`src/rtl/ms_ctrl.sv`:
```
`timescale 1ns/1ps
// ms_ctrl: minesweeper game sequencer (generator restart, action arbitration, neighbour count).
// Latency: reveal handshake -> rev_valid 9 cycles later (8-cycle scan + 1 reveal cycle).
// Backpressure: act_ready drops outside PLAY; actions are only taken on act_valid & act_ready.
module ms_ctrl #(
  parameter int MINES     = 9,
  parameter int ROWS_LOG2 = 3
) (
  input  logic        clk,
  input  logic        reset,
  input  logic        new_game,
  input  logic        gen_done,
  input  logic [63:0] mine,
  output logic        gen_reset,
  input  logic        act_valid,
  output logic        act_ready,
  input  logic        act_type,
  input  logic [5:0]  act_pos,
  output logic [63:0] revealed,
  output logic [63:0] flagged,
  output logic        rev_valid,
  output logic [5:0]  rev_pos,
  output logic [3:0]  rev_cnt,
  output logic        playing,
  output logic        won,
  output logic        lost
);

  localparam int         CELLS   = 1 << (2 * ROWS_LOG2);
  localparam logic [6:0] WIN_CNT = 7'(CELLS - MINES);

  typedef enum logic [2:0] {
    IDLE, GEN_RST, GEN_WAIT, PLAY, SCAN, REVEAL, WIN, LOSE
  } state_t;

  state_t      state;
  logic [63:0] board;
  logic [5:0]  pos;
  logic [2:0]  k;
  logic [3:0]  acc;
  logic [1:0]  gen_cnt;
  logic [6:0]  rcnt;

  logic [3:0]  dr, dc, nr, nc;
  logic        nb_mine;
  logic [3:0]  acc_next;
  logic [6:0]  rcnt_inc;

  // Neighbour k of the latched cell; bit 3 of the 4-bit row/col sum flags -1 or 8, i.e. off-board.
  always_comb begin
    dr = 4'd0;
    dc = 4'd0;
    case (k)
      3'd0: begin dr = 4'hF; dc = 4'hF; end
      3'd1: begin dr = 4'hF; dc = 4'h0; end
      3'd2: begin dr = 4'hF; dc = 4'h1; end
      3'd3: begin dr = 4'h0; dc = 4'hF; end
      3'd4: begin dr = 4'h0; dc = 4'h1; end
      3'd5: begin dr = 4'h1; dc = 4'hF; end
      3'd6: begin dr = 4'h1; dc = 4'h0; end
      default: begin dr = 4'h1; dc = 4'h1; end
    endcase
    nr       = {1'b0, pos[5:3]} + dr;
    nc       = {1'b0, pos[2:0]} + dc;
    nb_mine  = ~nr[3] & ~nc[3] & board[{nr[2:0], nc[2:0]}];
    acc_next = acc + {3'b000, nb_mine};
    rcnt_inc = rcnt + 7'd1;
  end

  // Game FSM; every output is a register written on the transition into the state that owns it.
  always_ff @(posedge clk or negedge reset) begin
    if (!reset) begin
      state     <= IDLE;
      board     <= '0;
      revealed  <= '0;
      flagged   <= '0;
      pos       <= '0;
      k         <= '0;
      acc       <= '0;
      gen_cnt   <= '0;
      rcnt      <= '0;
      rev_pos   <= '0;
      rev_cnt   <= '0;
      gen_reset <= 1'b0;
      act_ready <= 1'b0;
      rev_valid <= 1'b0;
      playing   <= 1'b0;
      won       <= 1'b0;
      lost      <= 1'b0;
    end else begin
      gen_reset <= 1'b0;
      rev_valid <= 1'b0;
      case (state)
        IDLE, WIN, LOSE: begin
          if (new_game) begin
            state     <= GEN_RST;
            gen_reset <= 1'b1;
            won       <= 1'b0;
            lost      <= 1'b0;
          end
        end
        GEN_RST: begin
          revealed <= '0;
          flagged  <= '0;
          rcnt     <= '0;
          gen_cnt  <= '0;
          state    <= GEN_WAIT;
        end
        GEN_WAIT: begin
          // the first two cycles ignore gen_done so a level left over from the last game is not taken
          if (gen_cnt != 2'd2) begin
            gen_cnt <= gen_cnt + 2'd1;
          end else if (gen_done) begin
            board     <= mine;
            state     <= PLAY;
            act_ready <= 1'b1;
            playing   <= 1'b1;
          end
        end
        PLAY: begin
          if (new_game) begin
            state     <= GEN_RST;
            gen_reset <= 1'b1;
            act_ready <= 1'b0;
            playing   <= 1'b0;
          end else if (act_valid) begin
            pos <= act_pos;
            if (act_type) begin
              if (!revealed[act_pos]) flagged[act_pos] <= ~flagged[act_pos];
            end else if (!flagged[act_pos] && !revealed[act_pos]) begin
              act_ready <= 1'b0;
              if (board[act_pos]) begin
                revealed[act_pos] <= 1'b1;
                state             <= LOSE;
                playing           <= 1'b0;
                lost              <= 1'b1;
              end else begin
                acc   <= '0;
                k     <= '0;
                state <= SCAN;
              end
            end
          end
        end
        SCAN: begin
          acc <= acc_next;
          k   <= k + 3'd1;
          if (k == 3'd7) begin
            state     <= REVEAL;
            rev_valid <= 1'b1;
            rev_pos   <= pos;
            rev_cnt   <= acc_next;
          end
        end
        REVEAL: begin
          revealed[pos] <= 1'b1;
          rcnt          <= rcnt_inc;
          if (rcnt_inc == WIN_CNT) begin
            state   <= WIN;
            playing <= 1'b0;
            won     <= 1'b1;
          end else begin
            state     <= PLAY;
            act_ready <= 1'b1;
          end
        end
        default: state <= IDLE;
      endcase
    end
  end

endmodule

```
`config.mk`:
```
export PLATFORM = sky130hd
export DESIGN_NAME = ms_ctrl
export DESIGN_NICKNAME = d
export VERILOG_FILES = /design/src/rtl/ms_ctrl.sv
export SDC_FILE = /design/constraint.sdc
export NUM_CORES = 1
export LEC_CHECK = 0
export ABC_AREA = 1
export CAP_MARGIN = 20
export CELL_PAD_IN_SITES_DETAIL_PLACEMENT = 0
export CELL_PAD_IN_SITES_GLOBAL_PLACEMENT = 1
export CORE_MARGIN = 2
export CORE_UTILIZATION = 30
export CTS_BUF_LIST = sky130_fd_sc_hd__clkbuf_16
export CTS_CLUSTER_SIZE = 16
export DETAILED_ROUTE_END_ITERATION = 10
export PLACE_DENSITY = 0.72
export RECOVER_POWER = 100
export SETUP_SLACK_MARGIN = 0.05
export SKIP_LAST_GASP = 1
export SLEW_MARGIN = 20
export SYNTH_ARGS = -nofsm -noshare
export SYNTH_HDL_FRONTEND = slang
export SYNTH_SLANG_ARGS = --single-unit
```
`constraint.sdc`:
```
create_clock -name clk -period 4.86 [get_ports clk]
set_input_delay 0.729 -clock clk [delete_from_list [all_inputs] [get_ports clk]]
set_output_delay 0.729 -clock clk [all_outputs]
set_load 0.005 [all_outputs]
```
Word level (Yosys, flattened, before mapping)

Index checks and enable logic that the tools add are counted.

Bits in registers: 233
Bits in latches: 0
Memory bits (writable): 0
Memory bits (read-only): 0
Input port bits: 76
Word-level logic and storage cells: 185
Memories kept: 0

Add/subtract/negate cells: 6
Multipliers: 0
Div/mod/pow operators: 0
Order comparisons: 5
Eq/ne operators: 35
Shift-type cells: 0
Multiplexer cells: 80
Bitwise logic cells: 9
Reductions and logical operators: 33

Operators by type and width:

| cell                                                                                | count |
|---|---|
| 64-bit two-way mux                                                                  | 9 |
| 64-bit case mux with 3 select lines                                                 | 1 |
| 64-bit bitwise OR                                                                   | 2 |
| 64-bit case mux with 2 select lines                                                 | 1 |
| 64-bit bitwise mux                                                                  | 1 |
| 3-bit two-way mux                                                                   | 14 |
| 2-bit inequality test, second input constant                                        | 16 |
| 1-bit two-way mux                                                                   | 30 |
| 1-bit binary-select mux with 6-bit select                                           | 4 |
| 3-bit == test, second input constant                                                | 8 |
| 4-bit case mux with 2 select lines                                                  | 3 |
| 6-bit by 7-bit less-than comparator with 1-bit output, second input constant        | 3 |
| 7-bit AND reduction                                                                 | 3 |
| 4-bit two-way mux                                                                   | 5 |
| 3-bit case mux with 6 select lines                                                  | 1 |
| 7-bit case mux with 2 select lines                                                  | 1 |
| 1-bit demux with 6-bit select                                                       | 2 |
| 3-bit by 2-bit == test with 1-bit output, second input constant                     | 4 |
| 6-bit by 1-bit greater-or-equal comparator with 1-bit output, second input constant | 2 |
| 3-bit inequality test, second input constant                                        | 4 |
| 6-bit AND reduction                                                                 | 2 |
| 2-bit nonzero test                                                                  | 6 |
| 3-bit AND reduction                                                                 | 3 |
| 3-bit OR reduction                                                                  | 3 |
| 23 further kinds                                                                    | 40 |

Longest topological paths before layout

Depth in word-level cells: 11
Mapped depth: 24
Gate-level depth less buffers: 23

Worst setup path before layout

OpenSTA, ideal clock, no wires.

Kind: register -> register
Start point: register k[0]
End point: register acc[2]
Library setup time: 0.117 ns
Arrival: 3.526 ns
Setup slack: 1.217 ns
Cell stages (with the launch flop): 24
Path buffers: 1
Path through: dfrtp_1 ha_1 ha_1 a21oi_1 nand2_1 inv_1 nand2_1 ha_1 inv_1 fa_1 inv_1 clkbuf_1 o21ai_0 a21oi_1 a21oi_1 mux2i_1 a21oi_1 nor3_1 nor2_1 ha_1 ha_1 xor2_1 nand2_1 nand2_1

Longest elaborated chain between the ends: 9
Elaborated cells on any way between the ends: 23
Those cells by class: add/sub: 3; eq/ne: 6; mux: 5; bitwise: 4; reduce/logical: 5

Ends and longest elaborated chain:

| item                                                                         | line   | text |
|---|---|---|
| start: declaration                                                           | 39     | `logic [2:0] k;` |
| start signal: assignment                                                     | 147    | `k <= k + 3'd1;` |
| 3-bit == test (tied with other cells)                                        | 53     | `case (k)` |
| 3-bit OR reduction (no source line) or 2-bit OR reduction (tied branches)    | --     |  |
| 4-bit case mux with 2 select lines                                           | 53     |  |
| 3-bit by 4-bit adder with 4-bit output, on equally long branches             | 64, 63 |  |
| 1-bit binary-select mux with 6-bit select or 1-bit NOT (tied branches)       | 65     | `nb_mine = ~nr[3] & ~nc[3] & board[{nr[2:0], nc[2:0]}];` |
| 1-bit two-way mux (not written as such) or 1-bit bitwise AND (tied branches) | 65     |  |
| 1-bit bitwise AND (*)                                                        | 65     |  |
| 4-bit by 1-bit adder with 4-bit output (*)                                   | 66     | `acc_next = acc + {3'b000, nb_mine};` |
| 4-bit case mux with 2 select lines (*)                                       | 93     | `case (state)` |
| end signal: assignment                                                       | 146    | `acc <= acc_next;` |
| end: declaration                                                             | 40     | `logic [3:0] acc;` |

Mark *: on every way between the ends. The rest lies on a longest branch, timed or not. The select of a mux whose other input is x is not followed.
A chain may end at the register's enable or synchronous reset.

Worst setup path in the final report

Start point: input act_pos[2]
End point: register flagged[18]

Longest elaborated chain between the ends: 10
Elaborated cells on any way between the ends: 18
Those cells by class: order compare: 2; eq/ne: 1; mux: 12; bitwise: 1; reduce/logical: 2

Ends and longest elaborated chain:

| item                                                                                                                                                        | line | text |
|---|---|---|
| start: declaration                                                                                                                                          | 18   | `input logic [5:0] act_pos,` |
| 6-bit by 7-bit less-than comparator with 1-bit output (not written as such) or 6-bit by 1-bit greater-or-equal comparator with 1-bit output (tied branches) | 129  | `if (!revealed[act_pos]) flagged[act_pos] <= ~flagged[act_pos];` |
| 1-bit logical AND (not written as such)                                                                                                                     | 129  |  |
| 1-bit two-way mux (not written as such)                                                                                                                     | 129  |  |
| 1-bit demux with 6-bit select                                                                                                                               | 129  |  |
| 64-bit bitwise mux                                                                                                                                          | 129  |  |
| 64-bit two-way mux                                                                                                                                          | 129  |  |
| 64-bit two-way mux                                                                                                                                          | 128  | `if (act_type) begin` |
| 64-bit two-way mux                                                                                                                                          | 126  | `end else if (act_valid) begin` |
| 64-bit two-way mux                                                                                                                                          | 121  | `if (new_game) begin` |
| 64-bit case mux with 2 select lines                                                                                                                         | 93   |  |
| end signal: indexed assignment                                                                                                                              | 129  |  |
| end: declaration                                                                                                                                            | 20   | `output logic [63:0] flagged,` |

Several ways; a longest one is shown, not always the timed one. The select of a mux whose other input is x is not followed.

==> flow_summary.ini <==
[status]
status = finished, violations left
violations = capacitance limit, slew limit

[global_route]
gr-usage-all-layers_pct = 22.1
grt_pass1_wl_mm = 87.2
gr-usage-met2_pct = 33.5
grt_pass1_vias = 14300
use_met3_pct = 4.32
grtUsageMet1_pct = 32.3
overflow = 0
busiest_layer = met2
grt_start_max_net_pins = 138
antenna_found_initial = 2

[critical_path]
cp-start-kind = primary input
cp_cell_sequence = clkdlybuf4s50_1 > inv_2 > nor2_1 > nand3_1 > nand2_1 > nor2_1 > nor2_1 > nor2_1 > nand2_1 > nor2_1 > clkbuf_4 > nand4_1 > nand2_1
slowest_stage = nor2_1
crit_path_max_incr_delay_ps = 1480
critPathCaptureType = flip-flop
cp.required_ps = 5310
cp_top_family = simple AND/OR/NAND/NOR gates
path_class = primary input to flip-flop
critPathMostFrequentCell = nor2_1
cp.arrival_ps = 5000
worst-path-max-fanout = 64
crit_buf_inv = 3

[routing]
via_count = 15000
dr.pass1.iters = 5
wl_per_cell_um = 19.0
drc_errors = 0
ant_nets = 0
via_per_inst = 4.95
wl_mm = 57.4
drt_iter0_drc = 1487

[yosys]
yosys-top-cells-area = dfrtp_1, nand2_1, inv_1
synthCells = 2167
syn_area_per_cell_um2 = 6.88
async_reset_ff_share_pct = 100
synth_top_cell_area_share_pct = 39.1
synth_cell_types = 40
synthFlopType = dfrtp_1
ys_seq_area_share_pct = 39.1
ys_warn_count = 0
syn_nets = 2262
synth-seq-cells = 233
synth-edff-count = 0
synth_area_um2 = 14900
post-synth-top-area-cell = dfrtp_1

[floorplan]
die_area_um2 = 51500
initial_utilization_pct = 30.4
die_height_um = 227
die_w_um = 227
coreArea_um2 = 49100
io_pins = 220
placementRows = 81

[timing]
tightest_slew_ps = 3050
post-route-min-period_ps = 4550
setup_violations = 0
clock.fmax_mhz = 220
fin_setup_tns_ps = 0
rsz0062_at_grt = false
period_share_pct = 93.5
finalHoldViolations = 0
relSlewSlack_pct = -104
finClkSkew_ps = 19.5
slew_viol_final = 192

[power_and_ir_drop]
clkPwrFrac_pct = 25.4
power_leakage_nw = 9.37
p_int_w = 0.00474
power.density_nw_per_um2 = 460
p_sw_share_pct = 44.5
combPwrFrac_pct = 46.2
p_switching_w = 0.00381
power_frac_seq_pct = 28.4
peakVddDrop_mv = 0.458

[worst_hold_path]
hp-class = flip-flop to flip-flop

[final_layout]
final_layout_size_suffix_gt1_share_pct = 7.09
multiInputGateArea_um2 = 7550
synthToLayoutAreaGrowth_pct = 24.6
fillers = 5252
fin_nets = 2430
layout.cells.non_filler = 3021
area.sequential_um2 = 5830

[clocking]
path_clk_slew_ps = 60
cts_root_buf = clkbuf_16
htree_levels = 1
clock_latency_ps = 560
cts_tree = yes
cts_max_path_buffers = 3
clock_sinks = 233
cts_hold_buf = 0
cts_buffers = 29

[place]
detailed_place_hpwl_mm = 41.3
dp.cells = 2968
port_buffers = 219
gp_congestion = 0.894

[run]
max_cap_violations = 3
[power by group through the flow]
stage          logic (W)  registers, W  clock network (W)
2_1_floorplan    0.00272       0.00238                  0
3_3_place_gp     0.00394       0.00246                  0
3_5_place_dp     0.00396       0.00247                  0
4_1_cts          0.00398       0.00244            0.00222
5_1_grt          0.00440       0.00247            0.00229
6_report         0.00395       0.00243            0.00217
[cell families after synthesis]
group	synth area share, %
compound gates	10.1
xor+xnor	0.646
fa+ha+maj	1.69
buf+inv	10.1
flops	39.1
mux	3.39
simple gates	35.0
[layout by cell type (no fill, tap or decap), drive strengths merged, types with 3 or more instances in the layout]
cell and n:
nand2 819, dfrtp 233, inv 228, nor2 160
o21ai 149, dlygate4sd3 144, nand3 99, clkdlybuf4s50 73
o22ai 71, nand3b 59, nand4 48, a21oi 46
mux2 44, buf 40, clkbuf 33, nor3 24
clkinv 19, or2 18, ha 17, xor2 10
o211ai 6, bufinv 4, clkinvlp 3
[layer usage]
metal  vias up  routed length, um
li1       7270                  -
met2       550              24900
met4         4               1370
met1      7059              26500
met3        81               4630
met5         -                 25
[tightest hold or removal path, stage by stage (launching register included)]
cell,delay [ps]
dfrtp_1,340
nand2_1,50
nand2_1,50
[through the flow]
stage          setup slack [ps]  area [um^2]  total power, W  utilization (%)  hold WS (ps)
3_3_place_gp                477        17700         0.00641             36.2           467
6_report                    315        18600         0.00855             37.9           467
2_1_floorplan              1220        14900         0.00510                -           433
3_5_place_dp                448        17700         0.00643             36.2           462
4_1_cts                     426        18700         0.00863             38.1           233
5_1_grt                    63.2        18600         0.00916             37.9           506
[flip-flops by register name, indices dropped and copies added (netlist names), 4 cells and up]
register / count
rev_cnt: 4
flagged: 64
pos: 6
acc: 4
revealed: 64
rev_pos: 6
rcnt: 7
board: 64
[cells in the mapped netlist (all sizes together), types with 2 or more instances]
master    n
fa        2
o22ai    71
ha       17
nand3b   59
nor2    160
nor3     24
xor2     10
nand3    99
or2      18
nand2   819
clkinv    5
a31oi     2
inv     226
buf      66
mux2     44
a21oi    46
clkbuf   58
dfrtp   233
o21ai   149
nand4    48
o211ai    6
[final cells by class]
type	instances	area share, %
Tap cell	664	4.47
Clock inverter	23	1.13
Sequential cell	233	31.4
Inverter	231	4.72
Multi-Input combinational cell	1579	40.6
Timing Repair Buffer	261	13.8
Antenna cell	1	0.0135
Clock buffer	29	3.90
[worst paths after layout]
path	cells past startpoint	to	start	slack, ps
max reg2reg	21	acc[2]	k[0]	590
max in group asynchronous	2	board[33]	reset	1230
min	2	playing	playing	470
min reg2reg	2	playing	playing	470
min in group asynchronous	1	flagged[25]	reset	940
max	13	flagged[18]	act_pos[2]	310
[repair_timing]
| action | in CTS | in global routing |
|---|---|---|
| resized for setup | 0 | 1 |
| setup buffers | 0 | 0 |
| setup endpoints to repair | 0 | 1 |
| hold endpoints to repair | 0 | 0 |
No activity file was read; power rests on OpenSTA's default activity.
